[src/rtl/painel_scan_controller_pkg.sv]
// Shared types and helpers for the panel scan sequencer.
package painel_scan_controller_pkg;

  typedef enum logic [1:0] {
    IDLE = 2'd0,
    RUN  = 2'd1,
    HOLD = 2'd2
  } state_t;

  // Counter width for a modulo-n count; never narrower than one bit.
  function automatic int unsigned cnt_width(input int unsigned n);
    return (n < 2) ? 1 : $clog2(n);
  endfunction

endpackage

[src/rtl/painel_tick_gen.sv]
// Modulo-N enable counter; tick marks the enabled cycle that wraps the count.
module painel_tick_gen
  import painel_scan_controller_pkg::*;
#(
  parameter int unsigned N = 4
) (
  input  logic clk,
  input  logic reset,
  input  logic clr,
  input  logic en,
  output logic tick
);

  localparam int unsigned W = cnt_width(N);
  localparam logic [W-1:0] LAST = W'(N - 1);

  logic [W-1:0] r_cnt;
  logic         w_last;

  assign w_last = (r_cnt == LAST);
  assign tick   = en && w_last;

  always_ff @(posedge clk or posedge reset) begin
    if (reset) begin
      r_cnt <= '0;
    end else if (clr) begin
      r_cnt <= '0;
    end else if (en) begin
      r_cnt <= w_last ? '0 : r_cnt + W'(1);
    end
  end

endmodule

[src/rtl/painel_scan_controller.sv]
// Panel scan sequencer: one-hot column scan, frame counting and scroll offset,
// all driven by enable ticks on a single clock.
module painel_scan_controller
  import painel_scan_controller_pkg::*;
#(
  parameter int unsigned SCAN_DIV    = 32,
  parameter int unsigned NUM_COLS    = 5,
  parameter int unsigned STEP_FRAMES = 64,
  parameter int unsigned MSG_LEN     = 16
) (
  input  logic                       clk,
  input  logic                       reset,
  input  logic                       enable,
  input  logic                       pause,
  input  logic                       dir,
  input  logic                       load,
  input  logic [$clog2(MSG_LEN)-1:0] load_val,
  output logic [NUM_COLS-1:0]        col_sel,
  output logic [$clog2(NUM_COLS)-1:0] col_idx,
  output logic [$clog2(MSG_LEN)-1:0] msg_offset,
  output logic                       scan_tick,
  output logic                       frame_done,
  output logic                       step_tick,
  output logic                       busy
);

  localparam int unsigned CW = $clog2(NUM_COLS);
  localparam int unsigned OW = $clog2(MSG_LEN);
  localparam logic [CW-1:0] COL_LAST = CW'(NUM_COLS - 1);
  localparam logic [OW-1:0] OFF_LAST = OW'(MSG_LEN - 1);

  state_t                r_state;
  state_t                w_state_next;
  logic                  w_busy;
  logic                  w_run;
  logic                  w_clr;
  logic                  w_scan_tick;
  logic                  w_frame_done;
  logic                  w_frame_en;
  logic                  w_step_tick;
  logic [CW-1:0]         r_col_idx;
  logic [OW-1:0]         r_msg_offset;
  logic [NUM_COLS-1:0]   w_col_sel;

  always_ff @(posedge clk or posedge reset) begin
    if (reset) begin
      r_state <= IDLE;
    end else begin
      r_state <= w_state_next;
    end
  end

  // Dropping enable wins over pause from either active state.
  always_comb begin
    w_state_next = r_state;
    case (r_state)
      IDLE: if (enable) w_state_next = RUN;
      RUN: begin
        if (!enable)    w_state_next = IDLE;
        else if (pause) w_state_next = HOLD;
      end
      HOLD: begin
        if (!enable)     w_state_next = IDLE;
        else if (!pause) w_state_next = RUN;
      end
      default: w_state_next = IDLE;
    endcase
  end

  assign w_busy = (r_state != IDLE);
  assign w_run  = (r_state == RUN);
  // Clear on the edge into IDLE so the first IDLE cycle already shows zeros.
  assign w_clr  = (w_state_next == IDLE);

  painel_tick_gen #(.N(SCAN_DIV)) u_prescaler (
    .clk   (clk),
    .reset (reset),
    .clr   (w_clr),
    .en    (w_busy),
    .tick  (w_scan_tick)
  );

  assign w_frame_done = w_scan_tick && (r_col_idx == COL_LAST);
  assign w_frame_en   = w_frame_done && w_run;

  painel_tick_gen #(.N(STEP_FRAMES)) u_frame_cnt (
    .clk   (clk),
    .reset (reset),
    .clr   (w_clr),
    .en    (w_frame_en),
    .tick  (w_step_tick)
  );

  always_ff @(posedge clk or posedge reset) begin
    if (reset) begin
      r_col_idx <= '0;
    end else if (w_clr) begin
      r_col_idx <= '0;
    end else if (w_scan_tick) begin
      r_col_idx <= (r_col_idx == COL_LAST) ? '0 : r_col_idx + CW'(1);
    end
  end

  // A load overrides a coincident step; the step is simply lost.
  always_ff @(posedge clk or posedge reset) begin
    if (reset) begin
      r_msg_offset <= '0;
    end else if (w_clr) begin
      r_msg_offset <= '0;
    end else if (load && w_busy) begin
      r_msg_offset <= load_val;
    end else if (w_step_tick) begin
      if (dir) begin
        r_msg_offset <= (r_msg_offset == '0) ? OFF_LAST : r_msg_offset - OW'(1);
      end else begin
        r_msg_offset <= (r_msg_offset == OFF_LAST) ? '0 : r_msg_offset + OW'(1);
      end
    end
  end

  always_comb begin
    w_col_sel = '0;
    if (w_busy) begin
      w_col_sel = NUM_COLS'(1) << r_col_idx;
    end
  end

  assign col_sel    = w_col_sel;
  assign col_idx    = r_col_idx;
  assign msg_offset = r_msg_offset;
  assign scan_tick  = w_scan_tick;
  assign frame_done = w_frame_done;
  assign step_tick  = w_step_tick;
  assign busy       = w_busy;

endmodule

[config.mk]
export PLATFORM = sky130hd
export DESIGN_NAME = painel_scan_controller
export DESIGN_NICKNAME = d
export VERILOG_FILES = /design/src/rtl/painel_scan_controller_pkg.sv /design/src/rtl/painel_tick_gen.sv /design/src/rtl/painel_scan_controller.sv
export SDC_FILE = /design/constraint.sdc
export NUM_CORES = 1
export LEC_CHECK = 0
export CAP_MARGIN = 20
export CORE_ASPECT_RATIO = 0.7
export CORE_MARGIN = 2
export CORE_UTILIZATION = 30
export DETAILED_ROUTE_END_ITERATION = 10
export SLEW_MARGIN = 30
export SYNTH_ARGS = -nofsm -noshare
export SYNTH_HDL_FRONTEND = slang
export SYNTH_SLANG_ARGS = --single-unit
[constraint.sdc]
create_clock -name clk -period 1.7 [get_ports clk]
set_input_delay 0.34 -clock clk [delete_from_list [all_inputs] [get_ports clk]]
set_output_delay 0.34 -clock clk [all_outputs]
set_load 0.02 [all_outputs]
Yosys cells after proc, flatten, opt, wreduce, memory -nomap -nowiden

Index checks and enable logic that the tools add are counted.

Bits in registers: 20
Bits in latches: 0
Memory bits (writable): 0
ROM bits: 0
Output and inout port bits: 16
Memories: 0

Add/subtract/negate cells: 5
Multiply operators: 0
Divide/modulo/power cells: 0
$lt $le $gt $ge: 0
Equal/unequal tests: 6
Shifts and indexed selects: 1
Mux-type cells: 22
Bitwise logic cells: 0
Reduce and logical (&&, ||, !) cells: 13

Operators by type and width:

| kind                                              | count |
|---|---|
| two-way mux 4 bit                                 | 6 |
| two-way mux 5 bit                                 | 4 |
| two-way mux 6 bit                                 | 3 |
| two-way mux 2 bit                                 | 5 |
| two-way mux 3 bit                                 | 3 |
| nonzero test 2 bit                                | 4 |
| adder 6 x 1 -> 6 bit (second input constant)      | 1 |
| == test 6 bit (second input constant)             | 1 |
| one-hot mux 2 bit (3 select lines)                | 1 |
| adder 5 x 1 -> 5 bit (second input constant)      | 1 |
| == test 5 bit (second input constant)             | 1 |
| logical AND 1 bit                                 | 5 |
| << shifter 1 x 3 -> 5 bit (first input constant)  | 1 |
| adder 4 x 1 -> 4 bit (second input constant)      | 1 |
| == test 4 bit (second input constant)             | 1 |
| zero test 2 bit                                   | 2 |
| zero test 4 bit                                   | 1 |
| subtractor 4 x 1 -> 4 bit (second input constant) | 1 |
| adder 3 x 1 -> 3 bit (second input constant)      | 1 |
| == test 3 bit (second input constant)             | 1 |
| nonzero test 3 bit                                | 1 |
| == test 2 x 1 -> 1 bit (second input constant)    | 1 |
| == test 2 bit (second input constant)             | 1 |

Logic depth before layout (Yosys ltp)

Gate-level depths: netlist of the first run.

Word-level depth: 8
Depth in mapped cells: 9

Modules after synthesis

Synthesis of the first run repeated with hierarchy kept, for this count alone.

Cells, all modules: 147
Area total of the unflattened synthesis: 1,352.5 µm²

Modules (own cells, without submodules):

| module                        | times used | cells each | area each (µm²) |
|---|---|---|---|
| painel_scan_controller        | 1          | 89         | 763.2 |
| painel_tick_gen (u_frame_cnt) | 1          | 31         | 305.3 |
| painel_tick_gen (u_prescaler) | 1          | 27         | 284.0 |

Worst setup path before layout of the first run

No wires, ideal clock.

Path kind: register to output
From: reg r_col_idx[0], in the netlist col_idx[0]
To: out step_tick
Arrival: 1.447 ns
Required time: 1.360 ns
Slack: -0.087 ns
Stages on the path, launching flop included: 8
Path through: dfrtp_1 > inv_1 > ha_1 > and2_1 > and3_1 > buf_6 > nand2_4 > clkinv_4

Word-level cells in the longest chain between the ends: 4

Ends and longest elaborated chain:

| item                     | RTL line                      | RTL |
|---|---|---|
| start: declaration       | painel_scan_controller.sv:41  | `logic [CW-1:0] r_col_idx;` |
| start signal: assignment | painel_scan_controller.sv:100 | `r_col_idx <= (r_col_idx == COL_LAST) ? '0 : r_col_idx + CW'(1);` |
| == test 3 bit            | painel_scan_controller.sv:83  | `assign w_frame_done = w_scan_tick && (r_col_idx == COL_LAST);` |
| logical AND 1 bit        | painel_scan_controller.sv:83  |  |
| logical AND 1 bit        | painel_scan_controller.sv:84  | `assign w_frame_en = w_frame_done && w_run;` |
| logical AND 1 bit        | painel_tick_gen.sv:21         | `assign tick = en && w_last;` |
| end: declaration         | painel_scan_controller.sv:23  | `output logic step_tick,` |

Every way passes these cells.

Worst setup path in the final report of the first run

From: reg u_prescaler.r_cnt[1]
To: out step_tick

Word-level cells in the longest chain between the ends: 5

Ends and longest elaborated chain:

| item                     | RTL line                     | RTL |
|---|---|---|
| start: declaration       | painel_tick_gen.sv:17        | `logic [W-1:0] r_cnt;` |
| start signal: assignment | painel_tick_gen.sv:29        | `r_cnt <= w_last ? '0 : r_cnt + W'(1);` |
| == test 5 bit            | painel_tick_gen.sv:20        | `assign w_last = (r_cnt == LAST);` |
| logical AND 1 bit        | painel_tick_gen.sv:21        |  |
| logical AND 1 bit        | painel_scan_controller.sv:83 |  |
| logical AND 1 bit        | painel_scan_controller.sv:84 |  |
| logical AND 1 bit        | painel_tick_gen.sv:21        |  |

Every way passes these cells.

==> metrics, run 1 <==
DP Area 1930 µm²; Post-Route M1 WL 1730 µm; number of synthesized flops with an enable pin 0; Routed WL per cell 12.7 µm; sw frac 28.0%; number of diodes 0; crit path kind flop to output port; CP max-delay cell dfrtp_1; CP max stage delay 0.38 ns; Core Box Area 4300 µm²; Final Routed Wirelength 3530 µm; PwrDens 499 nW/µm²; main combinational cell family by area after synthesis simple AND/OR/NAND/NOR gates; crit end category output port; crit share post-route 113%; Slew Limit Fails 0; XOR/XNOR Fraction of Synth Area 3.30%; CP cell instances ha_2 > and3_4 > ha_4 > and3_4 > nand2_4 > clkinv_4 > buf_6; CTS Sinks 20; Most Frequent Cell on Critical Path and3_4; CTS clk-pin slew, worst paths 0.08 ns; clk_skew 0.00544 ns; I/O pins 26; largest net degree at the start of global routing 21; status finished with violations; Pwr Total 1070 µW; Post-Synth Adder-Cell Area 9.43%; critical path fanouts, max 5; fin nets 243; Syn-to-layout area delta 62.3%; Starting Density 30.8%; Max VDD drop 0.259 mV; leak pwr 0.00108 µW; layout cells sized above 1 41.0%; final setup violation count 7; ys async rst share 100%; crit start category flop; syn_area_per_cell 8.73 µm²; RSZ-0062 raised after global routing yes; Req. time, crit path 1.36 ns; initial drt markers 26; top routing layer in use met3; Post-Syn Instances 152; FILL cells 393; PnR worst setup slack -0.221 ns; worst skew pair latency 0.26 ns; complex-gate fraction of the synthesized area 16.3%; Psw 300 µW; most frequent cells in the layout buf_4 (42), dfrtp_1 (17), a21oi_1 (15); post-layout instance count excluding filler cells 277; Seq cells post-synth 20; Clk pwr share 30.7%; post-route antenna net violation count 0; Die Y 59.7 µm; H-Tree Depth 1; placed insts 267; met3 wire len 122 µm; number of iterations in the first detailed-routing pass 4; All-Layer GR Usage 14.6%; Tmin final 1.92 ns; min-delay worst type input pin to async pin; TritonCTS clock tree yes; Worst slew margin 75.0%; Post-DP HPWL 2560 µm; CP arrival 1.58 ns; vias in the first global route 1257; total CTS buffers 3; maximum root-to-sink buffer count 2; Final Cell Area 2150 µm²; yosys warns 0; gr ovfl total 0; via count 1292; most common cell after layout, fill and taps aside buf_4; Flop pwr share 47.2%; global-route wire length before repair 5820 µm; syn nets 172; Int Power 774 µW; Root Driver clkbuf_8; Netlist cell types 40; post-synthesis sequential area ratio 37.7%; initial antenna violation count 0; port bufs 25; synthesized area 1330 µm²; fmax 0.521 GHz; Residual DRC 0; violated checks negative setup slack; # rows 20; GP Congestion 0.837; die area 4980 µm²; final hold slack 0.400 ns; met2 wire length 1680 µm; Synth Flop Type dfrtp_1; post-synthesis simple-gate area fraction 26.5%; Slew @ Worst Pin 0.371 ns; Logic pwr share 22.1%; max_cap viols 0; post-synthesis mux area share 1.51%; Hold Fails Final Rpt 0; Hold-fix buffers, CTS 0; drt via density 4.66; Die W 83.5 µm
## metal layers
layer	global-route usage, %	vias up
met5	0	-
met4	1.38	0
met3	4.01	0
met2	23.7	15
met1	20.5	599
li1	-	678
## synth_stat cells, types with 2 or more instances
| cell | instances | share of area, % |
|---|---|---|
| nand3_1 | 8 | 3.0 |
| inv_1 | 9 | 2.5 |
| nor3_1 | 5 | 1.9 |
| and3_1 | 6 | 2.8 |
| nor2_1 | 15 | 4.2 |
| nor2b_1 | 4 | 1.9 |
| ha_1 | 10 | 9.4 |
| nand2_1 | 13 | 3.7 |
| nand3b_1 | 3 | 1.7 |
| and2_1 | 3 | 1.4 |
| o31ai_1 | 2 | 1.1 |
| a21oi_1 | 16 | 6.0 |
| dfrtp_1 | 20 | 38 |
| mux2i_1 | 2 | 1.5 |
| o21ai_0 | 6 | 2.3 |
| o21a_1 | 2 | 1.1 |
| o21ai_1 | 2 | 0.75 |
| xnor2_1 | 2 | 1.3 |
| xor2_1 | 3 | 2.0 |
## what timing repair did
item                       in CTS  in global routing
setup endpoints to repair      18                 22
buffers inserted                4                  2
pin swaps                       3                  9
gates resized for setup        49                 35
## registers in the layout, summed over array words and instances (netlist names)
register / flops
u_frame_cnt.r_cnt: 6
u_prescaler.r_cnt: 5
msg_offset: 4
col_idx: 3
r_state: 2
## worst max-delay path: cells and delay by family (launching register included)
kind | cells | cell delay, ns
DFF | 1 | 0.38
buffers and inverters | 2 | 0.17
and+or+nand+nor | 3 | 0.41
adders and majority gates | 2 | 0.36
## layout make-up
type | count | area [µm²] | area share (%)
clock buffers | 4 | 45.0 | 2.09
multi-input cells | 118 | 897 | 41.6
repair buffers | 70 | 597 | 27.7
flip-flops and latches | 20 | 504 | 23.4
well taps | 55 | 68.8 | 3.19
inverters | 10 | 42.5 | 1.97
## path summary, 6_finish.rpt
path                                        end                  from  slack [ns]  cells after the start
min in group clk           u_frame_cnt.r_cnt[4]  u_frame_cnt.r_cnt[4]        0.56                      2
max in group asynchronous            r_state[1]                 reset        1.05                      3
setup reg to reg                  msg_offset[2]  u_prescaler.r_cnt[1]       -0.07                      9
hold reg to reg            u_frame_cnt.r_cnt[4]  u_frame_cnt.r_cnt[4]        0.56                      2
hold / removal                       col_idx[1]                 reset        0.40                      3
setup / recovery                      step_tick  u_prescaler.r_cnt[1]       -0.22                      7
## power groups by stage
stage	logic [µW]	registers [µW]	clock network [µW]
floorplan	102	520	0
global placement	220	514	0
detailed placement	219	514	0
CTS	221	506	332
global route	261	509	361
finish	238	507	329
## cells by family after synthesis
group,after synthesis
AND/OR/NAND/NOR,66
AO/OA/AOI/OAI,35
flip-flops,20
buffers and inverters,14
adder cells (fa/ha/maj),10
XOR/XNOR,5
multiplexers,2
## per-stage QoR
step / utilization (%) / setup TNS (ns) / setup slack (ns)
floorplan: - / -0.00627 / -0.00321
global placement: 44.9 / -1.66 / -0.403
detailed placement: 44.9 / -2.03 / -0.443
CTS: 47.1 / -0.542 / -0.221
global route: 50.1 / -1.33 / -0.282
finish: 50.1 / -0.597 / -0.221
No activity file was read; power rests on OpenSTA's default activity.
==> run 2: changes to the inputs <==
--- a/config.mk
+++ b/config.mk
@@ -5,6 +5,7 @@
 export SDC_FILE = /design/constraint.sdc
 export NUM_CORES = 1
 export LEC_CHECK = 0
+export ABC_AREA = 1
 export CAP_MARGIN = 20
 export CORE_ASPECT_RATIO = 0.7
 export CORE_MARGIN = 2
==> run 2 against run 1 <==
Against the previous run: the run still ends with negative setup slack left; global-route usage fell by 0.55 points; register-to-register slack improved by 0.04 ns; cell count rose by 7.9%; sequential cell count did not move; fmax fell by 1.6%; final area fell by 2.1%; critical path depth did not move; routed wire length fell by 0.85%; first-iteration DRC count rose to 3.3 times the previous value; die area rose by 3.4%; clock power barely moved; synthesized cell count rose by 21%; largest cell class unchanged; largest power group unchanged.
==> metrics, run 2 <==
layout cells sized above 1 32.4%; Req. time, crit path 1.36 ns; Logic pwr share 38.3%; post-route antenna net violation count 0; fmax 0.512 GHz; Flop pwr share 39.1%; max reg flops 6; ys async rst share 100%; maximum root-to-sink buffer count 2; clk_skew 0.00369 ns; Syn-to-layout area delta 53.3%; Psw 533 µW; Die Y 60.6 µm; largest net degree at the start of global routing 21; All-Layer GR Usage 14.0%; post-synthesis sequential area ratio 36.4%; Final Routed Wirelength 3500 µm; via count 1416; Area contributors post-synth dfrtp_1 (36%), nand2_1 (11%), ha_1 (9.1%), inv_1 (6.8%), nand3_1 (6.2%); sw frac 36.2%; PwrDens 698 nW/µm²; H-Tree Depth 1; initial drt markers 87; die area 5150 µm²; gr ovfl total 0; min-delay worst type input pin to async pin; syn_area_per_cell 7.47 µm²; synthesized area 1380 µm²; met2 wire length 1430 µm; violated checks negative setup slack; Pwr Total 1470 µW; critical path fanouts, max 3; PnR worst setup slack -0.252 ns; port bufs 25; Max VDD drop 0.363 mV; Residual DRC 0; leading area contributor after synthesis dfrtp_1; crit end category output port; final setup violation count 4; yosys warns 0; TritonCTS clock tree yes; Biggest register u_frame_cnt.r_cnt; top-area cell type share of the netlist area 36.4%; crit path kind flop to output port; crit start category flop; status finished with violations; I/O pins 26; Starting Density 31.4%; most common cell after layout, fill and taps aside nand2_1; number of diodes 0; top cells by count, synth nand2_1 (39), inv_1 (25), dfrtp_1 (20); met3 wire len 128 µm; worst skew pair latency 0.26 ns; Die W 84.9 µm; crit share post-route 115%; Post-DP HPWL 2660 µm; Netlist cell types 27; Seq cells post-synth 20; Root Driver clkbuf_8; GP Congestion 0.767; initial antenna violation count 0; CTS clk-pin slew, worst paths 0.08 ns; Synth Flop Type dfrtp_1; number of iterations in the first detailed-routing pass 4; # rows 20; DP Area 1940 µm²; CTS Sinks 20; Worst slew margin 81.5%; syn nets 204; Slew Limit Fails 0; Routed WL per cell 11.7 µm; RSZ-0062 raised after global routing yes; Slew @ Worst Pin 0.278 ns; placed insts 293; max_cap viols 0; Worst R2R Setup Slack -0.03 ns; Core Box Area 4380 µm²; FILL cells 426; Post-Syn Instances 184; drt via density 4.74; leak pwr 0.00107 µW; most frequent cells in the layout nand2_1 (36), buf_4 (32), inv_1 (19); global-route wire length before repair 5660 µm; fin nets 265; most frequent cell after synthesis nand2_1; top routing layer in use met4; number of synthesized flops with an enable pin 0; Final Cell Area 2110 µm²; Tmin final 1.95 ns; Hold-fix buffers, CTS 0; Hold Fails Final Rpt 0; CP arrival 1.61 ns; post-layout instance count excluding filler cells 299; Int Power 938 µW; vias in the first global route 1259; total CTS buffers 3; Clk pwr share 22.5%; Post-Route M1 WL 1920 µm
-- run 2: cell count changes in the layout (fill, tap and decap cells not counted), moves of 5 or more --
cell,delta
a21oi_1,-6
nand4_1,+7
o21ai_0,+6
nand3_1,+11
buf_4,-10
o21ai_1,+5
inv_1,+12
inv_2,+5
nand2_1,+26
-- run 2: kinds of logic after synthesis --
logic type,Yosys count,share of synthesized area [%]
AOI/OAI and AO/OA,31,13.2
xor gates and xnor gates,2,1.27
adders and majority gates,10,9.10
buffers and inverters,31,9.28
DFF,20,36.4
and+or+nand+nor,90,30.8
-- run 2: final cells by class --
cell class / count / area [µm²] / area share, %
Clock buffer: 4 / 45.0 / 2.14
Inverter: 29 / 116 / 5.52
Multi-Input combinational cell: 133 / 861 / 40.8
Sequential cell: 20 / 504 / 23.9
Tap cell: 55 / 68.8 / 3.26
Timing Repair Buffer: 58 / 513 / 24.3
-- run 2: path summary, 6_finish.rpt --
check	start	cells past startpoint	endpoint
min in group clk	u_prescaler.r_cnt[4]	2	u_prescaler.r_cnt[4]
setup / recovery	u_prescaler.r_cnt[0]	7	step_tick
hold reg to reg	u_prescaler.r_cnt[4]	2	u_prescaler.r_cnt[4]
setup reg to reg	u_prescaler.r_cnt[0]	11	msg_offset[3]
max in group asynchronous	reset	3	r_state[0]
hold / removal	reset	3	col_idx[2]
-- run 2: power groups by stage --
stage	logic, µW	registers (µW)	clock network, µW
floorplan	295	615	0
finish	564	576	332
global placement	569	581	0
CTS	563	573	343
detailed placement	568	582	0
global route	633	583	361
-- run 2: timing repair --
action | CTS | global route
gates resized for setup | 50 | 31
setup buffers | 0 | 3
setup endpoints to repair | 11 | 22
pin swaps | 2 | 7
gates cloned | 0 | 0
-- run 2: critical path, stage by stage (launching register included) --
cell and delay [ns]:
dfrtp_1 0.37, ha_2 0.20, inv_2 0.05, nor3_2 0.10, ha_2 0.24, nand4_4 0.11
nor3_4 0.14, buf_6 0.14
-- run 2: per-layer routing --
layer  global-route usage [%]  up-vias
met5                        0        -
met4                     2.72        0
met3                     3.27        4
met2                     21.0       27
met1                     21.0      662
li1                         -      723
-- run 2: stage by stage --
step	TNS, ns	worst slack (ns)	hold WS (ns)	util [%]
CTS	-0.642	-0.242	0.409	45.7
detailed placement	-1.72	-0.450	0.521	44.3
global route	-1.92	-0.386	0.443	48.1
global placement	-1.61	-0.438	0.510	44.3
floorplan	0	0.00995	0.304	-
finish	-0.626	-0.252	0.404	48.1
